`src/rtl/llr_intri_loader_pkg.sv`:
```
// rtl/llr_intri_loader_pkg.sv - shared widths, bank-state encoding and saturation helpers
package llr_intri_loader_pkg;

  localparam int LLR_WIDTH_DEF  = 8;
  localparam int ADDR_WIDTH_DEF = 8;

  typedef enum logic [1:0] {
    BANK_FREE = 2'd0,
    BANK_FULL = 2'd1,
    BANK_BUSY = 2'd2
  } bank_state_e;

  typedef enum logic {
    ST_IDLE = 1'b0,
    ST_FILL = 1'b1
  } fill_state_e;

  function automatic int sat_max(input int width);
    return (1 << (width - 1)) - 1;
  endfunction

  localparam int LLR_SAT_MAX = sat_max(LLR_WIDTH_DEF);

endpackage

```
`src/rtl/llr_intri_loader_sat.sv`:
```
// rtl/llr_intri_loader_sat.sv - symmetric two's-complement clipper, IN_WIDTH to LLR_WIDTH
module llr_sat
  import llr_intri_loader_pkg::*;
#(
  parameter int IN_WIDTH  = 12,
  parameter int LLR_WIDTH = LLR_WIDTH_DEF
) (
  input  logic signed [IN_WIDTH-1:0]  llr_i,
  output logic signed [LLR_WIDTH-1:0] llr_o
);

  // The most negative code is excluded so the stored range stays symmetric.
  localparam logic signed [IN_WIDTH-1:0] MAX_IN = IN_WIDTH'(sat_max(LLR_WIDTH));
  localparam logic signed [IN_WIDTH-1:0] MIN_IN = -MAX_IN;

  always_comb begin
    if (llr_i > MAX_IN) begin
      llr_o = MAX_IN[LLR_WIDTH-1:0];
    end else if (llr_i < MIN_IN) begin
      llr_o = MIN_IN[LLR_WIDTH-1:0];
    end else begin
      llr_o = llr_i[LLR_WIDTH-1:0];
    end
  end

endmodule

```
`src/rtl/llr_intri_loader.sv`:
```
// rtl/llr_intri_loader.sv - ping-pong loader writing saturated channel LLRs into the intrinsic RAM
module llr_intri_loader
  import llr_intri_loader_pkg::*;
#(
  parameter int LLR_WIDTH  = LLR_WIDTH_DEF,
  parameter int IN_WIDTH   = 12,
  parameter int ADDR_WIDTH = ADDR_WIDTH_DEF,
  parameter int FRAME_LEN  = 96
) (
  input  logic                  clk_i,
  input  logic                  rst_i,
  input  logic                  in_valid_i,
  output logic                  in_ready_o,
  input  logic [IN_WIDTH-1:0]   in_llr_i,
  input  logic                  in_last_i,
  output logic                  wren_o,
  output logic [ADDR_WIDTH-1:0] wraddress_o,
  output logic [LLR_WIDTH-1:0]  data_o,
  output logic                  frame_valid_o,
  output logic                  frame_bank_o,
  input  logic                  frame_ready_i,
  input  logic                  dec_release_i,
  output logic                  err_len_o
);

  localparam int IDX_W = ADDR_WIDTH - 1;
  localparam logic [IDX_W-1:0] LAST_IDX = IDX_W'(FRAME_LEN - 1);

  fill_state_e          state_q;
  bank_state_e          bank_q [2];
  bank_state_e          bank_d [2];
  logic                 wr_bank_q, rd_bank_q, rel_bank_q;
  logic                 rd_bank_d;
  logic [IDX_W-1:0]     idx_q;
  logic                 wren_q, frame_valid_q, frame_valid_d, frame_bank_q, err_len_q;
  logic [ADDR_WIDTH-1:0] wraddress_q;
  logic [LLR_WIDTH-1:0] data_q;
  logic [LLR_WIDTH-1:0] sat_llr;
  logic                 accept, at_last, commit, take, release_ok;

  llr_sat #(
    .IN_WIDTH  (IN_WIDTH),
    .LLR_WIDTH (LLR_WIDTH)
  ) u_sat (
    .llr_i (in_llr_i),
    .llr_o (sat_llr)
  );

  assign in_ready_o = (state_q == ST_FILL);

  // Banks are taken and released in order, so the oldest BUSY bank is tracked by a toggling pointer.
  always_comb begin
    accept     = in_valid_i && in_ready_o;
    at_last    = (idx_q == LAST_IDX);
    commit     = accept && at_last;
    take       = frame_valid_q && frame_ready_i;
    release_ok = dec_release_i && (bank_q[rel_bank_q] == BANK_BUSY);
    bank_d     = bank_q;
    if (commit)     bank_d[wr_bank_q]  = BANK_FULL;
    if (take)       bank_d[rd_bank_q]  = BANK_BUSY;
    if (release_ok) bank_d[rel_bank_q] = BANK_FREE;
    rd_bank_d     = rd_bank_q ^ take;
    // A bank committed this cycle is offered one cycle later, once its last RAM write has landed.
    frame_valid_d = (bank_d[rd_bank_d] == BANK_FULL) && !(commit && (wr_bank_q == rd_bank_d));
  end

  always_ff @(posedge clk_i) begin
    if (rst_i) begin
      state_q       <= ST_IDLE;
      bank_q        <= '{default: BANK_FREE};
      wr_bank_q     <= 1'b0;
      rd_bank_q     <= 1'b0;
      rel_bank_q    <= 1'b0;
      idx_q         <= '0;
      wren_q        <= 1'b0;
      wraddress_q   <= '0;
      data_q        <= '0;
      frame_valid_q <= 1'b0;
      frame_bank_q  <= 1'b0;
      err_len_q     <= 1'b0;
    end else begin
      bank_q        <= bank_d;
      rd_bank_q     <= rd_bank_d;
      rel_bank_q    <= rel_bank_q ^ release_ok;
      frame_valid_q <= frame_valid_d;
      frame_bank_q  <= rd_bank_d;
      wren_q        <= accept;
      err_len_q     <= 1'b0;
      if (accept) begin
        wraddress_q <= {wr_bank_q, idx_q};
        data_q      <= sat_llr;
      end
      case (state_q)
        ST_IDLE: begin
          if (bank_q[wr_bank_q] == BANK_FREE) state_q <= ST_FILL;
        end
        ST_FILL: begin
          if (accept) begin
            if (at_last) begin
              err_len_q <= !in_last_i;
              idx_q     <= '0;
              wr_bank_q <= !wr_bank_q;
              state_q   <= ST_IDLE;
            end else if (in_last_i) begin
              // Short frame: restart the same bank from index 0.
              err_len_q <= 1'b1;
              idx_q     <= '0;
            end else begin
              idx_q <= idx_q + IDX_W'(1);
            end
          end
        end
        default: state_q <= ST_IDLE;
      endcase
    end
  end

  assign wren_o        = wren_q;
  assign wraddress_o   = wraddress_q;
  assign data_o        = data_q;
  assign frame_valid_o = frame_valid_q;
  assign frame_bank_o  = frame_bank_q;
  assign err_len_o     = err_len_q;

endmodule

```
`config.mk`:
```
export PLATFORM = sky130hd
export DESIGN_NAME = llr_intri_loader
export DESIGN_NICKNAME = d
export VERILOG_FILES = /design/src/rtl/llr_intri_loader_pkg.sv /design/src/rtl/llr_intri_loader_sat.sv /design/src/rtl/llr_intri_loader.sv
export SDC_FILE = /design/constraint.sdc
export NUM_CORES = 1
export LEC_CHECK = 0
export BUFFER_PORTS_ARGS = -buffer_cell sky130_fd_sc_hd__buf_4
export CAP_MARGIN = 15
export CORE_AREA = 3 3 79 81
export CTS_BUF_LIST = sky130_fd_sc_hd__clkbuf_4 sky130_fd_sc_hd__clkbuf_8
export DETAILED_ROUTE_END_ITERATION = 7
export DIE_AREA = 0 0 82 84
export GPL_ROUTABILITY_DRIVEN = 0
export PLACE_DENSITY_LB_ADDON = 0.3
export SLEW_MARGIN = 0
export SYNTH_ARGS = -nofsm -noshare
export SYNTH_HDL_FRONTEND = slang
export SYNTH_SLANG_ARGS = --single-unit
```
`constraint.sdc`:
```
create_clock -name clk_i -period 2.1 [get_ports clk_i]
set_clock_uncertainty 0.05 [all_clocks]
set_input_delay 0.21 -clock clk_i [delete_from_list [all_inputs] [get_ports clk_i]]
set_output_delay 0.21 -clock clk_i [all_outputs]
set_load 0.03 [all_outputs]
```
==> results.tsv <==
stage	metric	value	unit
outcome	status	complete, no violations	
timing	max_freq	0.6169	GHz
timing	setup_viol	0	
route	finalWirelength	3228	um
yosys	synthArstFlopShare	0	%
yosys	synth_edf_count	0	
route	num_vias	1257	
yosys	ys_seq_area_share	49.45	%
grt	track_usage	10.12	%
yosys	ys_ff_latch	34	
power_and_ir_drop	powerDensity	698.9	nW/um^2
cells_and_area	regArea	680.7	um^2
route	dr.pass1.iters	4	
grt	grt_max_degree	26	
clocking	cts_root_buf	clkbuf_8	
route	drc	0	
yosys	syn_nets	182	
timing	rsz0062_at_grt	no	
timing	final_max_slew_viol_count	0	
cells_and_area	finalNonFillerCells	278	
timing	fin_crit_sh	77.19	%
setup_path	setup.worst_path.start_class	flip-flop	
clocking	hold_buffers	0	
grt	grt_pass1_wl	5292	um
die	initial_utilization	24.84	%
timing	hold_viol	0	
timing	setup_tns	0	ns
clocking	cts_tree	built	
grt	grt_pass1_vias	1175	
die	die-area	6888	um^2
power_and_ir_drop	leakagePower	0.6943	nW
timing	relSlewSlack	65.91	%
yosys	synth.distinct_cells	38	
route	wl_per_cell	11.61	um
clocking	clk_path_buf_depth	2	
yosys	synth_cells	163	
setup_path	crit_arrival	1.80	ns
clocking	htree_num_levels	2	
yosys	ys.flop_type	dfxtp_1	
place	io_buffers	38	
place	dp_cells	270	
cells_and_area	drive_gt1_share	26.21	%
die	core_area	5540	um^2
timing	worst_pin_slew	0.5110	ns
power_and_ir_drop	ir_drop	192.4	uV
setup_path	cp.required	2.27	ns
place	dp_hpwl	2384	um
clocking	postCtsSetupBuffers	0	
clocking	cts_buffers	5	
cells_and_area	nets	224	
die	top_level_ports	39	
die	die-height	84	um
clocking	cts_resized	0	
job	cap_violations	0	
setup_path	critPathCaptureType	flip-flop	
clocking	insertion_delay	0.28	ns
setup_path	crit_type	flip-flop to flip-flop	
yosys	avgSynthCellArea	8.444	um^2
cells_and_area	diodes	0	
cells_and_area	final_util	33.18	%
clocking	clock_sinks	34	
route	viasPerCell	4.522	
cells_and_area	fillers	608	
grt	overflow	0	
route	ant_nets	0	
clocking	clk_pin_slew_worst_paths	0.07	ns
route	drtIter0Drc	42	
yosys	synth_warnings	0	
cells_and_area	multi_input_area	675.6	um^2
yosys	synth_area	1376	um^2
cells_and_area	syn_to_final_growth	33.55	%
worst_hold_path	hp-class	input port to flip-flop	
die	fp.dieW	82	um
timing	fin_crit	1.621	ns
die	rows	27	
grt	antenna_found_initial	0	
setup_path	rrSetupSlack	0.48	ns
setup_path	worst-path-max-fanout	5	
[report_power, final]
part	leakage, nW	switching [mW]	internal, mW
registers	0.275	0.00705	0.656
logic	0.367	0.0648	0.0467
clock network	0.0517	0.233	0.277
[flip-flops by register name, summed over array words and instances, names as in the netlist]
name and cells:
frame_valid_o 1, wren_o 1, err_len_o 1, in_ready_o 1, idx_q 7, rel_bank_q 1
frame_bank_o 1, wraddress_o 8, data_o 8, wr_bank_q 1, bank_q 4
[per-stage QoR]
step / area [um^2] / total power, mW / worst slack (ns) / hold slack, ns
2_1_floorplan: 1376 / 0.7333 / 0.5785 / 0.2960
3_3_place_gp: 1743 / 0.7914 / 0.5096 / 0.3889
3_5_place_dp: 1743 / 0.7916 / 0.4902 / 0.3964
4_1_cts: 1838 / 1.310 / 0.4738 / 0.1298
5_1_grt: 1838 / 1.343 / 0.3500 / 0.1457
6_report: 1838 / 1.285 / 0.4790 / 0.1384
[layout make-up]
cell class              count  area share (%)
multi-input cells         124           36.76
well taps                  72           4.901
clock buffers               7           4.901
flip-flops and latches     34           37.03
inverters                   1          0.2042
clock inverters             1          0.2723
repair buffers             39           15.93
[critical path: stages, from the launching register on]
cell,delay (ns)
dfxtp_1,0.40
ha_1,0.27
nand4_2,0.18
or4b_4,0.55
a21oi_2,0.11
[logic make-up after synthesis]
logic type / share of synthesized area, %
and+or+nand+nor: 30.55
DFF: 49.45
AOI/OAI and AO/OA: 13.82
adders and majority gates: 0.9089
buffers and inverters: 1.454
xor gates and xnor gates: 3.818
[synthesized netlist by cell type, types with 2 or more instances]
cell type	instances	share of area, %
xor2_1	2	1.3
nand3_1	3	1.1
dfxtp_1	34	49
xnor2_1	4	2.5
or3_1	2	0.91
nor2_1	19	5.2
a21oi_1	12	4.4
o21ai_0	8	2.9
clkbuf_1	2	0.55
a211oi_1	2	1.1
nand2_1	32	8.7
nor3_1	12	4.4
nor4_1	3	1.4
nand4_1	2	0.91
a21boi_0	2	1.1
nand2b_1	2	0.91
[layout by cell type (no fill, tap or decap), drive strengths merged]
master and instances:
nand3 3, clkbuf 7, a21oi 13, ha 1, o31a 1, nor3 12
nor4 3, nand4b 1, nor2 19, or2 1, or4 1, o2bb2ai 1
nand4 3, xnor2 4, a41oi 1, xor2 2, nand2b 2, a22o 1
nand2 33, o21ai 8, a211oi 2, and2 1, o21a 1, clkinv 1
or3 3, a21boi 2, nor2b 1, dfxtp 34, inv 1, buf 39
or4b 2, nor4b 1, a21o 1
[layer usage]
layer / up-vias / part of all wire [%] / global-route usage [%]
met4: 0 / 1.8 / 4.985
li1: 659 / - / -
met2: 25 / 47 / 15.21
met3: 6 / 6.7 / 4.320
met1: 567 / 45 / 12.13
met5: - / 0 / 0
[worst paths after layout]
| check | start | to | depth (start not counted) |
|---|---|---|---|
| worst max-delay path | idx_q[0] | idx_q[6] | 4 |
| worst min-delay path | in_llr_i[3] | data_o[3] | 3 |
| worst min register to register | data_o[3] | data_o[3] | 2 |
| worst max register to register | idx_q[0] | idx_q[6] | 4 |
Power figures use the tool's default switching activity.
